<file path="config.mk">
export PLATFORM = sky130hd
export DESIGN_NAME = uart_tx_frame
export DESIGN_NICKNAME = d
export VERILOG_FILES = /design/src/rtl/uart_tx_frame.sv
export SDC_FILE = /design/constraint.sdc
export NUM_CORES = 1
export LEC_CHECK = 0
export ABC_CLOCK_PERIOD_IN_PS = 5800
export BUFFER_PORTS_ARGS = -buffer_cell sky130_fd_sc_hd__buf_4
export CAP_MARGIN = 20
export CORE_UTILIZATION = 40
export CTS_CLUSTER_SIZE = 20
export DETAILED_ROUTE_END_ITERATION = 10
export PLACE_DENSITY_LB_ADDON = 0.1
export SLEW_MARGIN = 25
export SYNTH_ARGS = -nofsm -noshare
export SYNTH_HDL_FRONTEND = slang
export SYNTH_SLANG_ARGS = --single-unit
</file>
<file path="constraint.sdc">
create_clock -name RST_clk -period 5.8 [get_ports RST_clk]
set_input_delay 0.29 -clock RST_clk [delete_from_list [all_inputs] [get_ports RST_clk]]
set_output_delay 0.29 -clock RST_clk [all_outputs]
set_load 0.02 [all_outputs]
</file>
<file path="src/rtl/uart_tx_frame.sv">
// -----------------------------------------------------------------------------
// uart_tx_frame
// Parametrised UART transmitter. Accepts one parallel word through a
// valid/ready handshake and emits a single asynchronous frame:
// start bit (0), DATA_BITS data bits LSB first, optional parity bit,
// STOP_BITS stop bits (1). Bit timing comes from an internal baud counter
// running on the system clock.
//
// Ports
//   RST_clk      in   system clock, rising edge
//   RST_n        in   synchronous reset, active-high (legacy name)
//   tx_data      in   word to send, captured only on handshake
//   tx_valid     in   tx_data valid
//   tx_ready     out  block can accept a word this cycle (registered)
//   uart_tx_data out  serial line, idle high (registered)
//   uart_busy    out  high while a frame is on the line (registered)
//   tx_done      out  one-cycle pulse in the first idle cycle after a frame
// -----------------------------------------------------------------------------
module uart_tx_frame #(
    parameter int CLK_DIV     = 434,
    parameter int DATA_BITS   = 8,
    parameter int PARITY_MODE = 0,
    parameter int STOP_BITS   = 1
) (
    input  logic                 RST_clk,
    input  logic                 RST_n,
    input  logic [DATA_BITS-1:0] tx_data,
    input  logic                 tx_valid,
    output logic                 tx_ready,
    output logic                 uart_tx_data,
    output logic                 uart_busy,
    output logic                 tx_done
);

    localparam int BAUD_W = (CLK_DIV > 1) ? $clog2(CLK_DIV) : 1;
    localparam int BIT_W  = (DATA_BITS > 2) ? $clog2(DATA_BITS) : 2;

    localparam logic [BAUD_W-1:0] BAUD_LAST = BAUD_W'(CLK_DIV - 1);
    localparam logic [BIT_W-1:0]  DATA_LAST = BIT_W'(DATA_BITS - 1);
    localparam logic [BIT_W-1:0]  STOP_LAST = BIT_W'(STOP_BITS - 1);

    if (CLK_DIV < 2) begin : g_bad_clk_div
        $error("uart_tx_frame: CLK_DIV must be >= 2");
    end
    if ((DATA_BITS < 5) || (DATA_BITS > 9)) begin : g_bad_data_bits
        $error("uart_tx_frame: DATA_BITS must be in 5..9");
    end
    if ((PARITY_MODE < 0) || (PARITY_MODE > 2)) begin : g_bad_parity
        $error("uart_tx_frame: PARITY_MODE must be 0, 1 or 2");
    end
    if ((STOP_BITS != 1) && (STOP_BITS != 2)) begin : g_bad_stop
        $error("uart_tx_frame: STOP_BITS must be 1 or 2");
    end

    typedef enum logic [2:0] {
        ST_IDLE   = 3'd0,
        ST_START  = 3'd1,
        ST_DATA   = 3'd2,
        ST_PARITY = 3'd3,
        ST_STOP   = 3'd4
    } state_t;

    // Odd parity makes the total count of ones (data + parity) odd.
    function automatic logic parity_bit(input logic [DATA_BITS-1:0] data);
        logic p;
        p = ^data;
        if (PARITY_MODE == 1) begin
            return ~p;
        end else begin
            return p;
        end
    endfunction

    state_t                state_q,  state_d;
    logic [BAUD_W-1:0]     baud_q,   baud_d;
    logic [BIT_W-1:0]      bit_q,    bit_d;
    logic [DATA_BITS-1:0]  shift_q,  shift_d;
    logic                  parity_q, parity_d;
    logic                  line_q,   line_d;
    logic                  busy_q,   busy_d;
    logic                  ready_q,  ready_d;
    logic                  done_q,   done_d;
    logic                  handshake_s;
    logic                  baud_end_s;

    // Next-state, counters, shift register and next output values.
    always_comb begin
        state_d     = state_q;
        baud_d      = baud_q;
        bit_d       = bit_q;
        shift_d     = shift_q;
        parity_d    = parity_q;
        handshake_s = tx_valid && ready_q;
        baud_end_s  = (baud_q == BAUD_LAST);

        // Baud counter restarts at every bit boundary so each bit state
        // lasts exactly CLK_DIV cycles.
        if (state_q == ST_IDLE) begin
            baud_d = '0;
        end else if (baud_end_s) begin
            baud_d = '0;
        end else begin
            baud_d = baud_q + BAUD_W'(1);
        end

        case (state_q)
            ST_IDLE: begin
                if (handshake_s) begin
                    state_d  = ST_START;
                    shift_d  = tx_data;
                    parity_d = parity_bit(tx_data);
                    bit_d    = '0;
                end else begin
                    state_d  = ST_IDLE;
                end
            end
            ST_START: begin
                if (baud_end_s) begin
                    state_d = ST_DATA;
                end else begin
                    state_d = ST_START;
                end
            end
            ST_DATA: begin
                if (baud_end_s) begin
                    shift_d = shift_q >> 1;
                    if (bit_q == DATA_LAST) begin
                        bit_d   = '0;
                        state_d = (PARITY_MODE != 0) ? ST_PARITY : ST_STOP;
                    end else begin
                        bit_d   = bit_q + BIT_W'(1);
                    end
                end else begin
                    state_d = ST_DATA;
                end
            end
            ST_PARITY: begin
                if (baud_end_s) begin
                    state_d = ST_STOP;
                end else begin
                    state_d = ST_PARITY;
                end
            end
            ST_STOP: begin
                if (baud_end_s) begin
                    if (bit_q == STOP_LAST) begin
                        bit_d   = '0;
                        state_d = ST_IDLE;
                    end else begin
                        bit_d   = bit_q + BIT_W'(1);
                    end
                end else begin
                    state_d = ST_STOP;
                end
            end
            default: begin
                state_d = ST_IDLE;
                bit_d   = '0;
            end
        endcase

        // Outputs are decoded from the next state so the registered line
        // shows the start bit in the cycle right after the handshake.
        case (state_d)
            ST_START:  line_d = 1'b0;
            ST_DATA:   line_d = shift_d[0];
            ST_PARITY: line_d = parity_d;
            default:   line_d = 1'b1;
        endcase

        busy_d  = (state_d != ST_IDLE);
        ready_d = (state_d == ST_IDLE) && !RST_n;
        done_d  = (state_q == ST_STOP) && (state_d == ST_IDLE);
    end

    // State and output registers with synchronous active-high reset.
    always_ff @(posedge RST_clk) begin
        if (RST_n) begin
            state_q  <= ST_IDLE;
            baud_q   <= '0;
            bit_q    <= '0;
            shift_q  <= '0;
            parity_q <= 1'b0;
            line_q   <= 1'b1;
            busy_q   <= 1'b0;
            ready_q  <= 1'b0;
            done_q   <= 1'b0;
        end else begin
            state_q  <= state_d;
            baud_q   <= baud_d;
            bit_q    <= bit_d;
            shift_q  <= shift_d;
            parity_q <= parity_d;
            line_q   <= line_d;
            busy_q   <= busy_d;
            ready_q  <= ready_d;
            done_q   <= done_d;
        end
    end

    assign tx_ready     = ready_q;
    assign uart_tx_data = line_q;
    assign uart_busy    = busy_q;
    assign tx_done      = done_q;

endmodule

</file>
==> After elaboration in Yosys (flattened, before gate mapping) <==
Cells that the tools add are included.
{ "totals": {"ff_bits": 28, "latch_bits": 0, "mem_bits_rw": 0, "mem_bits_ro": 0, "inputBits": 11, "output_inout_bits": 4, "elab_cells": 59, "memories": 0} }
{ "op_classes": {"n_addsub": 2, "multipliers": 0, "div_mod_pow": 0, "order_cmp": 0, "n_eq_ne": 12, "n_shift": 0, "muxes": 20, "bitwise_logic": 1, "n_reduce_logical": 14} }
{ "op_table": {"columns": ["operator", "n"], "rows": [
  ["$mux W3", 10],
  ["$mux W8", 2],
  ["$pmux W8 S2", 1],
  ["$pmux W3 S5", 1],
  ["$eq A3 B2 Y1 const B", 4],
  ["$pmux W3 S4", 1],
  ["$add A9 B1 Y9 const B", 1],
  ["$eq A9 B9 Y1 const B", 1],
  ["$logic_not A3 Y1", 3],
  ["$reduce_xor A8 Y1", 1],
  ["$eq A3 B1 Y1 const B", 2],
  ["$eq A3 B3 Y1 const B", 2],
  ["$ne A2 B2 Y1 const B", 3],
  ["$reduce_and A4 Y1", 1],
  ["$add A3 B1 Y3 const B", 1],
  ["$logic_and A1 B1 Y1", 3],
  ["$mux W1", 3],
  ["$pmux W1 S3", 1],
  ["$reduce_and A3 Y1", 1],
  ["$reduce_bool A3 Y1", 1],
  ["$reduce_or A3 Y1", 1],
  ["$mux W2", 1],
  ["$reduce_bool A2 Y1", 1],
  ["$reduce_or A2 Y1", 1],
  ["2 further kinds", 2]
]} }

==> Logic depth before layout (Yosys ltp) <==
Gate-level depths: netlist of the first run.
{ "depth": {"word_depth": 6, "ltp_mapped": 8, "ltp_nobuf": 7} }

==> Worst setup path before layout of the first run <==
Ideal clock, no wire load.
{ "synth_path": {"path_type": "register -> register", "from": "register baud_q[0]", "to": "register line_q, in the netlist uart_tx_data", "setup_time_ns": 0.128, "t_arrival_ns": 1.702, "required_ns": 5.672, "path_slack_ns": 3.969, "stages_incl_launch_ff": 7, "path_buffers": 0, "synth_period_minus_slack_ns": 1.831, "cell_sequence": "dfxtp_1 > ha_1 > nand4b_2 > nor4_4 > nor2_4 > a2111oi_4 > a211oi_2"} }
{ "synth_between": {"elab_chain_len": 5, "word_cells_on_any_way": 12, "cone_classes": "eq/ne: 4; mux: 8"} }
{ "synth_lines": {"columns": ["element", "line", "rtl"], "rows": [
  ["start: declaration", "75", "logic [BAUD_W-1:0] baud_q, baud_d;"],
  ["start signal: assignment", "190", "baud_q <= baud_d;"],
  ["$eq A9 B9 Y1 *", "94", "baud_end_s = (baud_q == BAUD_LAST);"],
  ["$mux W3, or another cell as far along", "145", "if (baud_end_s) begin"],
  ["$pmux W3 S5", "106", "case (state_q)"],
  ["$eq A3 B2 Y1 / $eq A3 B1 Y1 (equally long branches)", "164", "case (state_d)"],
  ["$pmux W1 S3 *", "164", null],
  ["end signal: assignment", "194", "line_q <= line_d;"],
  ["end: declaration", "79", "logic line_q, line_d;"]
]} }
Every way passes the cells marked *; elsewhere a longest branch is shown, timed or not. The select of a mux whose other input is x is not followed.
A chain may end at the register's enable or synchronous reset.

==> Final worst setup path of the first run <==
{ "layout_path": {"from": "register baud_q[3]", "to": "register line_q, in the netlist uart_tx_data"} }
Same word-level chain as after synthesis.

==> results of run 1 <==
[registers in the layout, indices dropped and copies added (netlist names)]
signal and count:
shift_q 8, baud_q 9, bit_q 3, state_q 3
tx_done 1, parity_q 1, uart_tx_data 1, tx_ready 1
uart_busy 1
[routing by layer]
metal  vias to the layer above  track usage (%)
li1                        590                -
met3                         4             3.15
met4                         0             4.76
met1                       519             23.9
met2                        18             25.7
met5                         -                0
[synth_stat cells]
cell type  instances
nor2_1            19
a211oi_2           1
a311o_1            1
nand3_1            4
dfxtp_1           28
a21oi_1           16
and3_1             4
or3_1              5
o21a_1             1
nor2b_1            1
a21o_1             1
or2_2              1
nand2_1           13
buf_2              3
o311ai_0           2
nand4bb_1          1
xor2_1             4
nor3_1             3
xnor2_1           10
mux2i_1            1
inv_1              5
nor3b_1            1
nor4_1             1
clkbuf_1           6
o21ai_0            7
ha_1               5
o31ai_1            1
a2111oi_4          1
a22o_1             1
a2111o_1           1
a22oi_1            6
nand2b_1           3
nor2_4             1
o211ai_1           1
nor4_4             1
a31oi_1            1
o2bb2ai_1          1
nand4b_2           1
[placed cells by master (no fill, tap or decap), drive strengths merged, types with 2 or more instances in the layout]
cell	synthesis	layout
nor4	2	2
a21oi	16	16
o311ai	2	2
dfxtp	28	28
ha	5	5
nand3	4	4
nor3	3	3
clkbuf	6	3
and3	4	4
nor2	20	20
buf	3	14
xor2	4	4
nand2	13	13
o21ai	7	7
xnor2	10	10
a22oi	6	6
nand2b	3	3
inv	5	5
or3	5	5
[per-stage QoR]
| stage | cells | hold WS, ps | cell area, um^2 |
|---|---|---|---|
| finish | 217 | 209 | 1570 |
| global route | 217 | 212 | 1570 |
| detailed placement | 214 | 451 | 1550 |
| CTS | 217 | 193 | 1570 |
| floorplan | 163 | 430 | 1420 |
| global placement | 214 | 443 | 1550 |
[power by group]
part	internal (mW)	leakage (nW)	switching, mW
Sequential	0.199	0.227	0.00518
Clock	0.0244	0.0138	0.0542
Combinational	0.0212	0.318	0.0277
Total	0.245	0.559	0.0871
[layout make-up]
cell class / count / share of cell area (%)
tap: 46 / 3.67
inverter: 5 / 1.20
multi-input combinational: 121 / 51.2
sequential: 28 / 35.8
timing repair buffer: 14 / 6.70
clock buffer: 3 / 1.44
[cells by family after synthesis]
group,synth area share [%]
AO/OA/AOI/OAI,20.6
XOR/XNOR,8.63
adder cells (fa/ha/maj),4.41
buffers and inverters,3.96
flip-flops,39.5
multiplexers,0.705
AND/OR/NAND/NOR,22.2
[critical path, delay by kind of cell, from the launching register on]
family	cells	cell delay (ps)
simple gates	3	1230
compound gates	2	430
flops	1	380
[path summary, 6_finish.rpt]
kind         startpoint      endpoint  cells after the start
min          tx_data[7]    shift_q[7]                      3
max           baud_q[3]  uart_tx_data                      5
min reg2reg  shift_q[3]    shift_q[3]                      2
max reg2reg   baud_q[3]  uart_tx_data                      5
==> flow_summary_export.csv, run 1 <==
group,metric,value,unit
status,outcome,"finished clean",
routing,met1Wirelength,1480,um
clock_tree,htree_levels,1,
clock_tree,root_buffer,"clkbuf_4",
routing,met2RoutedLength,1240,um
routing,drc,0,
pwr,ir_worst_vdd,0.0986,mV
grt,grt_overflow,0,
grt,grt_pass1_wl,4660,um
placement,dp_slack,3680,ps
placement,hpwl,2080,um
die,dieArea,3790,um^2
die,initial_core_util,42.2,%
yosys,synth_seq_cells,28,
routing,avgRoutedWirePerCell,13.0,um
clock_tree,cts_resized,0,
cells_and_area,area_delta_synth_final,10.4,%
sta,hold_viol,0,
cells_and_area,fillers,376,
sta,finalCritPeriodShare,36.9,%
sta,fin_worst_skew,2.61,ps
pwr,finalPower,0.332,mW
grt,track_usage,16.7,%
worst_setup_path,path_cells,"nand4bb_1 -> nor4_4 -> nor2_4 -> a2111oi_4 -> a211oi_2",
placement,gp_congestion,0.742,
cells_and_area,nNetsFinal,189,
yosys,synth_top_area_share,39.5,%
worst_setup_path,regToRegSetupSlack,3660,ps
sta,tightestPinTransition,611,ps
yosys,syn-instance-count,163,
worst_setup_path,crit_type,"flop to flop",
yosys,synth_area,1420,um^2
grt,first_global_vias,1030,
yosys,synthTopCellsByArea,"dfxtp_1, xnor2_1, a21oi_1",
cells_and_area,final_layout_size_suffix_gt1_share,13.5,%
cells_and_area,diodes,0,
routing,top_layer,"met4",
sta,finalSetupViolCount,0,
clock_tree,clk_pin_slew_worst_paths,140,ps
die,ios,15,
sta,setup_ws,3660,ps
placement,port_buffers,14,
routing,finalWirelength,2830,um
worst_setup_path,max_stage_delay,670,ps
clock_tree,worstSkewPairLatency,320,ps
clock_tree,cts_buffer_depth,2,
grt,grt_max_degree,22,
yosys,ys_warn_count,0,
pwr,power_density,212,nW/um^2
worst_setup_path,worst_setup_path_end_kind,"flop",
min_path,hp-class,"input port to flop",
sta,fin_tns_setup,0,ps
clock_tree,numCtsBuffers,3,
routing,vias,1131,
sta,max_clock_freq,468,MHz
pwr,power_leakage,0.559,nW
die,chipWidth,61.6,um
clock_tree,cts.hold.buffers_added,0,
die,core_region_area,3360,um^2
grt,antenna_found_initial,0,
clock_tree,clock_sinks,28,
die,die_h,61.6,um
routing,dr.pass1.iters,4,
routing,wl_met3,72,um
worst_setup_path,startpoint_type,"flop",
clock_tree,tritoncts,"built",
cells_and_area,ff_latch_area,561,um^2
routing,drtIter0Drc,54,
yosys,synth_nets,179,
cells_and_area,finish.utilization,46.6,%
sta,post-route-min-period,2140,ps
die,std_cell_rows,21,
sta,rsz0062_at_grt,"false",
yosys,post_synth_num_cell_types,38,
worst_setup_path,worstPathRequired,6020,ps
worst_setup_path,cp_max_fo,9,
yosys,seq_area_frac_synth,39.5,%
worst_setup_path,cp_slowest_cell,"nor4_4",
cells_and_area,multi_input_area,803,um^2
run,maxCapViolCount,0,
routing,vias_per_cell,5.21,
yosys,synth_top_area_cell,"dfxtp_1",
clock_tree,post_cts_buffers,0,
sta,max-slew-margin-rel,58.9,%
sta,drv_slew,0,
routing,final_antenna_net_count,0,
yosys,avgSynthCellArea,8.71,um^2
worst_setup_path,cp.arrival,2360,ps
No activity file was read; power rests on OpenSTA's default activity.
==> run 2: changes to the inputs <==
--- a/config.mk
+++ b/config.mk
@@ -5,7 +5,7 @@
 export SDC_FILE = /design/constraint.sdc
 export NUM_CORES = 1
 export LEC_CHECK = 0
-export ABC_CLOCK_PERIOD_IN_PS = 5800
+export ABC_CLOCK_PERIOD_IN_PS = 1800
 export BUFFER_PORTS_ARGS = -buffer_cell sky130_fd_sc_hd__buf_4
 export CAP_MARGIN = 20
 export CORE_UTILIZATION = 40
==> constraint.sdc (replaced) <==
create_clock -name RST_clk -period 1.8 [get_ports RST_clk]
set_input_delay 0.09 -clock RST_clk [delete_from_list [all_inputs] [get_ports RST_clk]]
set_output_delay 0.09 -clock RST_clk [all_outputs]
set_load 0.02 [all_outputs]
==> flow_summary_export.csv, run 2 (synthesis results as in run 1) <==
group,metric,value,unit
worst_setup_path,worst_setup_path_end_kind,"flop",
clock_tree,tritoncts,"built",
routing,finalWirelength,2900,um
cells_and_area,finalNonFillerCells,235,
pwr,finalPower,1.25,mW
sta,fin_worst_skew,8.18,ps
clock_tree,cts_buffer_depth,2,
die,ios,15,
pwr,ir_worst_vdd,0.369,mV
sta,tightestPinTransition,354,ps
clock_tree,clock_sinks,28,
pwr,clkPwrFrac,33.7,%
placement,port_buffers,14,
cells_and_area,final_layout_size_suffix_gt1_share,27.0,%
placement,dp_slack,30.1,ps
clock_tree,root_buffer,"clkbuf_4",
placement,hpwl,2170,um
grt,grt_max_degree,22,
cells_and_area,nNetsFinal,206,
cells_and_area,final_common_cell,"buf_4",
grt,track_usage,17.1,%
pwr,comb_power_share,13.9,%
pwr,power_leakage,0.682,nW
run,maxCapViolCount,0,
worst_setup_path,startpoint_type,"flop",
routing,drc,0,
worst_setup_path,worstPathRequired,2040,ps
cells_and_area,multi_input_area,855,um^2
worst_setup_path,crit_type,"flop to flop",
sta,rsz0062_at_grt,"true",
clock_tree,numCtsBuffers,3,
cells_and_area,top_regs,"baud_q x9, shift_q x8",
routing,dr.pass1.iters,4,
cells_and_area,diodes,0,
sta,finalCritPeriodShare,97.3,%
worst_setup_path,rr_startpoint,"state_q[2]",
sta,finalSetupViolCount,0,
min_path,min_from,"tx_data[1]",
grt,grt_pass1_wl,4720,um
worst_setup_path,cp_max_fo,7,
die,dieArea,3790,um^2
routing,avgRoutedWirePerCell,12.3,um
grt,grt_overflow,0,
cells_and_area,fillers,334,
placement,post_dp_cell_area,1680,um^2
cells_and_area,final_area,1790,um^2
routing,drtIter0Drc,29,
die,die_h,61.6,um
grt,first_global_vias,1062,
worst_setup_path,cp.arrival,1990,ps
pwr,p_int,0.949,mW
pwr,p_sw,0.305,mW
die,chipWidth,61.6,um
pwr,power_density,701,nW/um^2
clock_tree,htree_levels,1,
status,outcome,"finished clean",
clock_tree,post_cts_buffers,0,
sta,hold_ws,36.9,ps
sta,post-route-min-period,1750,ps
routing,final_antenna_net_count,0,
worst_setup_path,worstSetupStartpoint,"state_q[2]",
min_path,hp-class,"input port to flop",
die,std_cell_rows,21,
cells_and_area,finish.utilization,53.2,%
cells_and_area,layout_common_cells,"buf_4, dfxtp_1, nor2_1",
sta,drv_slew,0,
cells_and_area,ff_latch_area,567,um^2
placement,placedCellCount,230,
sta,fin_tns_setup,0,ps
sta,setup_ws,48.1,ps
clock_tree,clk_pin_slew_worst_paths,160,ps
cells_and_area,largest_register_ff_count,9,
clock_tree,worstSkewPairLatency,340,ps
cells_and_area,area_delta_synth_final,26.0,%
pwr,seqPwrFrac,52.4,%
cells_and_area,regMostFlops,"baud_q",
die,initial_core_util,42.2,%
sta,max-slew-margin-rel,76.4,%
placement,gp_congestion,0.807,
pwr,switching_share,24.3,%
routing,vias_per_cell,5.20,
sta,max_clock_freq,571,MHz
die,core_region_area,3360,um^2
routing,vias,1221,
grt,antenna_found_initial,0,
sta,hold_viol,0,
-- run 2: cell types whose count changed in the layout (fill, tap and decap cells not counted), moves of 3 or more --
cell,delta
buf_4,+15
dfxtp_1,-5
dfxtp_2,+5
a21oi_1,-3
a21oi_2,+3
-- run 2: path summary, 6_finish.rpt --
| kind | slack, ps | cells after the start | endpoint |
|---|---|---|---|
| worst max-delay path | 50 | 5 | uart_tx_data |
| worst min-delay path | 40 | 3 | shift_q[1] |
| worst max register to register | 50 | 5 | uart_tx_data |
| worst min register to register | 470 | 2 | shift_q[2] |
-- run 2: repair_timing --
action                                  in CTS  in global routing
endpoints found under the setup margin       0                 14
endpoints found under the hold margin        1                  0
gates resized for setup                      0                 16
hold buffers                                 1                  0
-- run 2: power groups by stage --
stage               logic, mW  registers, mW  clock network, mW
global placement        0.169          0.669                  0
global route            0.193          0.660              0.454
finish                  0.174          0.658              0.422
floorplan               0.103          0.674                  0
CTS                     0.173          0.657              0.440
detailed placement      0.171          0.669                  0
-- run 2: worst max-delay path, cell delays in order (launching register included) --
cell and delay (ps):
dfxtp_1 460, nor3_1 110, and3_1 300, a311o_1 400, a2111oi_4 340, a211oi_2 50
-- run 2: routing by layer --
| metal | GRT usage [%] | part of all wire (%) | vias up |
|---|---|---|---|
| li1 | - | - | 626 |
| met1 | 20.9 | 47 | 571 |
| met2 | 29.0 | 48 | 17 |
| met3 | 4.41 | 3.2 | 7 |
| met4 | 5.71 | 1.8 | 0 |
| met5 | 0 | 0 | - |
-- run 2: final cells by class --
type / count / share of cell area (%)
multi-input combinational: 121 / 47.8
timing repair buffer: 31 / 13.4
sequential: 28 / 31.7
clock inverter: 1 / 1.68
clock buffer: 3 / 1.26
inverter: 5 / 1.05
tap: 46 / 3.22
==> run 3: changes to the inputs <==
--- a/config.mk
+++ b/config.mk
@@ -6,9 +6,9 @@
 export NUM_CORES = 1
 export LEC_CHECK = 0
 export ABC_CLOCK_PERIOD_IN_PS = 1800
-export BUFFER_PORTS_ARGS = -buffer_cell sky130_fd_sc_hd__buf_4
+export BUFFER_PORTS_ARGS = -buffer_cell sky130_fd_sc_hd__buf_2
 export CAP_MARGIN = 20
-export CORE_UTILIZATION = 40
+export CORE_UTILIZATION = 50
 export CTS_CLUSTER_SIZE = 20
 export DETAILED_ROUTE_END_ITERATION = 10
 export PLACE_DENSITY_LB_ADDON = 0.1
@@ -16,3 +16,4 @@
 export SYNTH_ARGS = -nofsm -noshare
 export SYNTH_HDL_FRONTEND = slang
 export SYNTH_SLANG_ARGS = --single-unit
+export TNS_END_PERCENT = 100
==> flow_summary_export.csv, run 3 (synthesis results as in run 1) <==
group,metric,value,unit
status,outcome,"finished with violations",
status,violations,"negative setup slack",
placement,hpwl,2250,um
routing,dr.pass1.iters,4,
sta,post-route-min-period,1800,ps
cells_and_area,diodes,0,
grt,grt_overflow,0,
routing,vias_per_cell,5.63,
sta,tightestPinTransition,357,ps
sta,hold_ws,23.4,ps
cells_and_area,final_area,1730,um^2
clock_tree,tritoncts,"built",
sta,rsz0062_at_grt,"true",
clock_tree,root_buffer,"clkbuf_4",
sta,fin_worst_skew,6.01,ps
die,ios,15,
placement,post_dp_cell_area,1650,um^2
cells_and_area,nNetsFinal,211,
min_path,hp-class,"input port to flop",
placement,gp_congestion,0.812,
die,initial_core_util,54.8,%
clock_tree,worstSkewPairLatency,320,ps
worst_setup_path,cp.arrival,2010,ps
pwr,p_int,0.792,mW
placement,port_buffers,14,
sta,max_clock_freq,554,MHz
clock_tree,htree_levels,1,
die,core_region_area,2590,um^2
die,die_h,55.3,um
pwr,ir_worst_vdd,0.565,mV
cells_and_area,final_layout_size_suffix_gt1_share,28.0,%
cells_and_area,top_regs,"baud_q x9, shift_q x8",
sta,drv_slew,0,
pwr,power_leakage,0.678,nW
cells_and_area,finish.utilization,66.7,%
routing,avgRoutedWirePerCell,13.0,um
clock_tree,clock_sinks,28,
routing,drtIter0Drc,35,
worst_setup_path,crit_buf_inv,1,
worst_setup_path,worst_setup_path_end_kind,"flop",
routing,final_antenna_net_count,0,
sta,finalCritPeriodShare,100,%
sta,hold_viol,0,
routing,finalWirelength,2910,um
cells_and_area,final_common_cell,"dfxtp_1",
clock_tree,numCtsBuffers,3,
worst_setup_path,crit_type,"flop to flop",
sta,max-slew-margin-rel,76.2,%
grt,antenna_found_initial,0,
pwr,switching_share,25.6,%
routing,drc,0,
pwr,comb_power_share,15.5,%
die,std_cell_rows,18,
die,chipWidth,55.3,um
worst_setup_path,startpoint_type,"flop",
pwr,seqPwrFrac,61.6,%
sta,finalSetupViolCount,1,
routing,vias,1255,
clock_tree,clk_pin_slew_worst_paths,140,ps
cells_and_area,area_delta_synth_final,21.7,%
cells_and_area,regMostFlops,"baud_q",
cells_and_area,largest_register_ff_count,9,
grt,first_global_vias,1160,
worst_setup_path,path_cells,"inv_2 -> ha_4 -> nand4b_4 -> or2_4 -> a311o_1 -> a2111oi_4 -> a211oi_2",
grt,grt_max_degree,22,
worst_setup_path,worstPathRequired,2010,ps
sta,setup_ws,-4.13,ps
worst_setup_path,critPathTopFamily,"compound AO/OA/AOI/OAI gates",
grt,grt_pass1_wl,5140,um
pwr,clkPwrFrac,23.0,%
worst_setup_path,cp_slowest_cell,"dfxtp_2",
pwr,p_sw,0.272,mW
clock_tree,cts.hold.buffers_added,0,
grt,track_usage,20.5,%
worst_setup_path,max_stage_delay,350,ps
die,dieArea,3060,um^2
cells_and_area,layout_common_cells,"dfxtp_1, buf_4, nor2_1",
run,maxCapViolCount,0,
worst_setup_path,cp_max_fo,5,
clock_tree,cts_buffer_depth,2,
pwr,power_density,616,nW/um^2
[run 3: cell count changes in the layout (fill, tap and decap cells not counted), sizes merged]
cell,before,now
dlygate4sd3,1,0
bufinv,1,0
buf,30,36
[run 3: what timing repair did]
action / in CTS / in global routing
gates resized for setup: 1 / 11
setup endpoints to repair: 1 / 6
pin swaps: 1 / 6
buffers inserted: 0 / 2
[run 3: worst paths after layout]
kind | from | end | slack, ps | depth (start not counted)
setup / recovery | baud_q[1] | uart_tx_data | -4 | 7
hold / removal | tx_data[7] | shift_q[7] | 20 | 3
setup reg to reg | baud_q[1] | uart_tx_data | -4 | 7
hold reg to reg | shift_q[1] | shift_q[1] | 470 | 2
[run 3: area by class of cell]
| cell class | count | area [um^2] |
|---|---|---|
| timing repair buffer | 36 | 235 |
| tap | 30 | 37.5 |
| sequential | 28 | 566 |
| inverter | 5 | 18.8 |
| clock buffer | 3 | 22.5 |
| fill | 228 | 862 |
| multi-input combinational | 121 | 848 |
[run 3: stage by stage]
stage	instances	TNS, ps	setup slack, ps	power [mW]
floorplan	163	0	29.9	0.778
global placement	218	0	40.2	0.826
detailed placement	218	0	17.6	0.830
CTS	221	0	18.3	1.08
global route	223	-153	-76.2	1.12
finish	223	-4.13	-4.13	1.06
[run 3: power groups by stage]
stage	combinational (mW)	clock [mW]	sequential, mW
2_1_floorplan	0.103	0	0.674
3_3_place_gp	0.158	0	0.668
3_5_place_dp	0.162	0	0.668
4_1_cts	0.162	0.260	0.655
5_1_grt	0.182	0.284	0.659
6_report	0.165	0.245	0.656
[run 3: tightest hold or removal path, delay by kind of cell]
family	cells	cell delay, ps
AND/OR/NAND/NOR	1	70
buffers and inverters	1	90
AO/OA/AOI/OAI	1	50
[run 3: per-layer routing]
metal | part of all wire [%] | vias to the layer above | routed length [um] | GRT usage (%)
met5 | 0 | - | 0 | 0
met3 | 3.8 | 2 | 111 | 2.11
met4 | 0.41 | 0 | 12 | 6.43
met1 | 48 | 593 | 1390 | 28.4
li1 | - | 634 | - | -
met2 | 48 | 26 | 1390 | 33.4
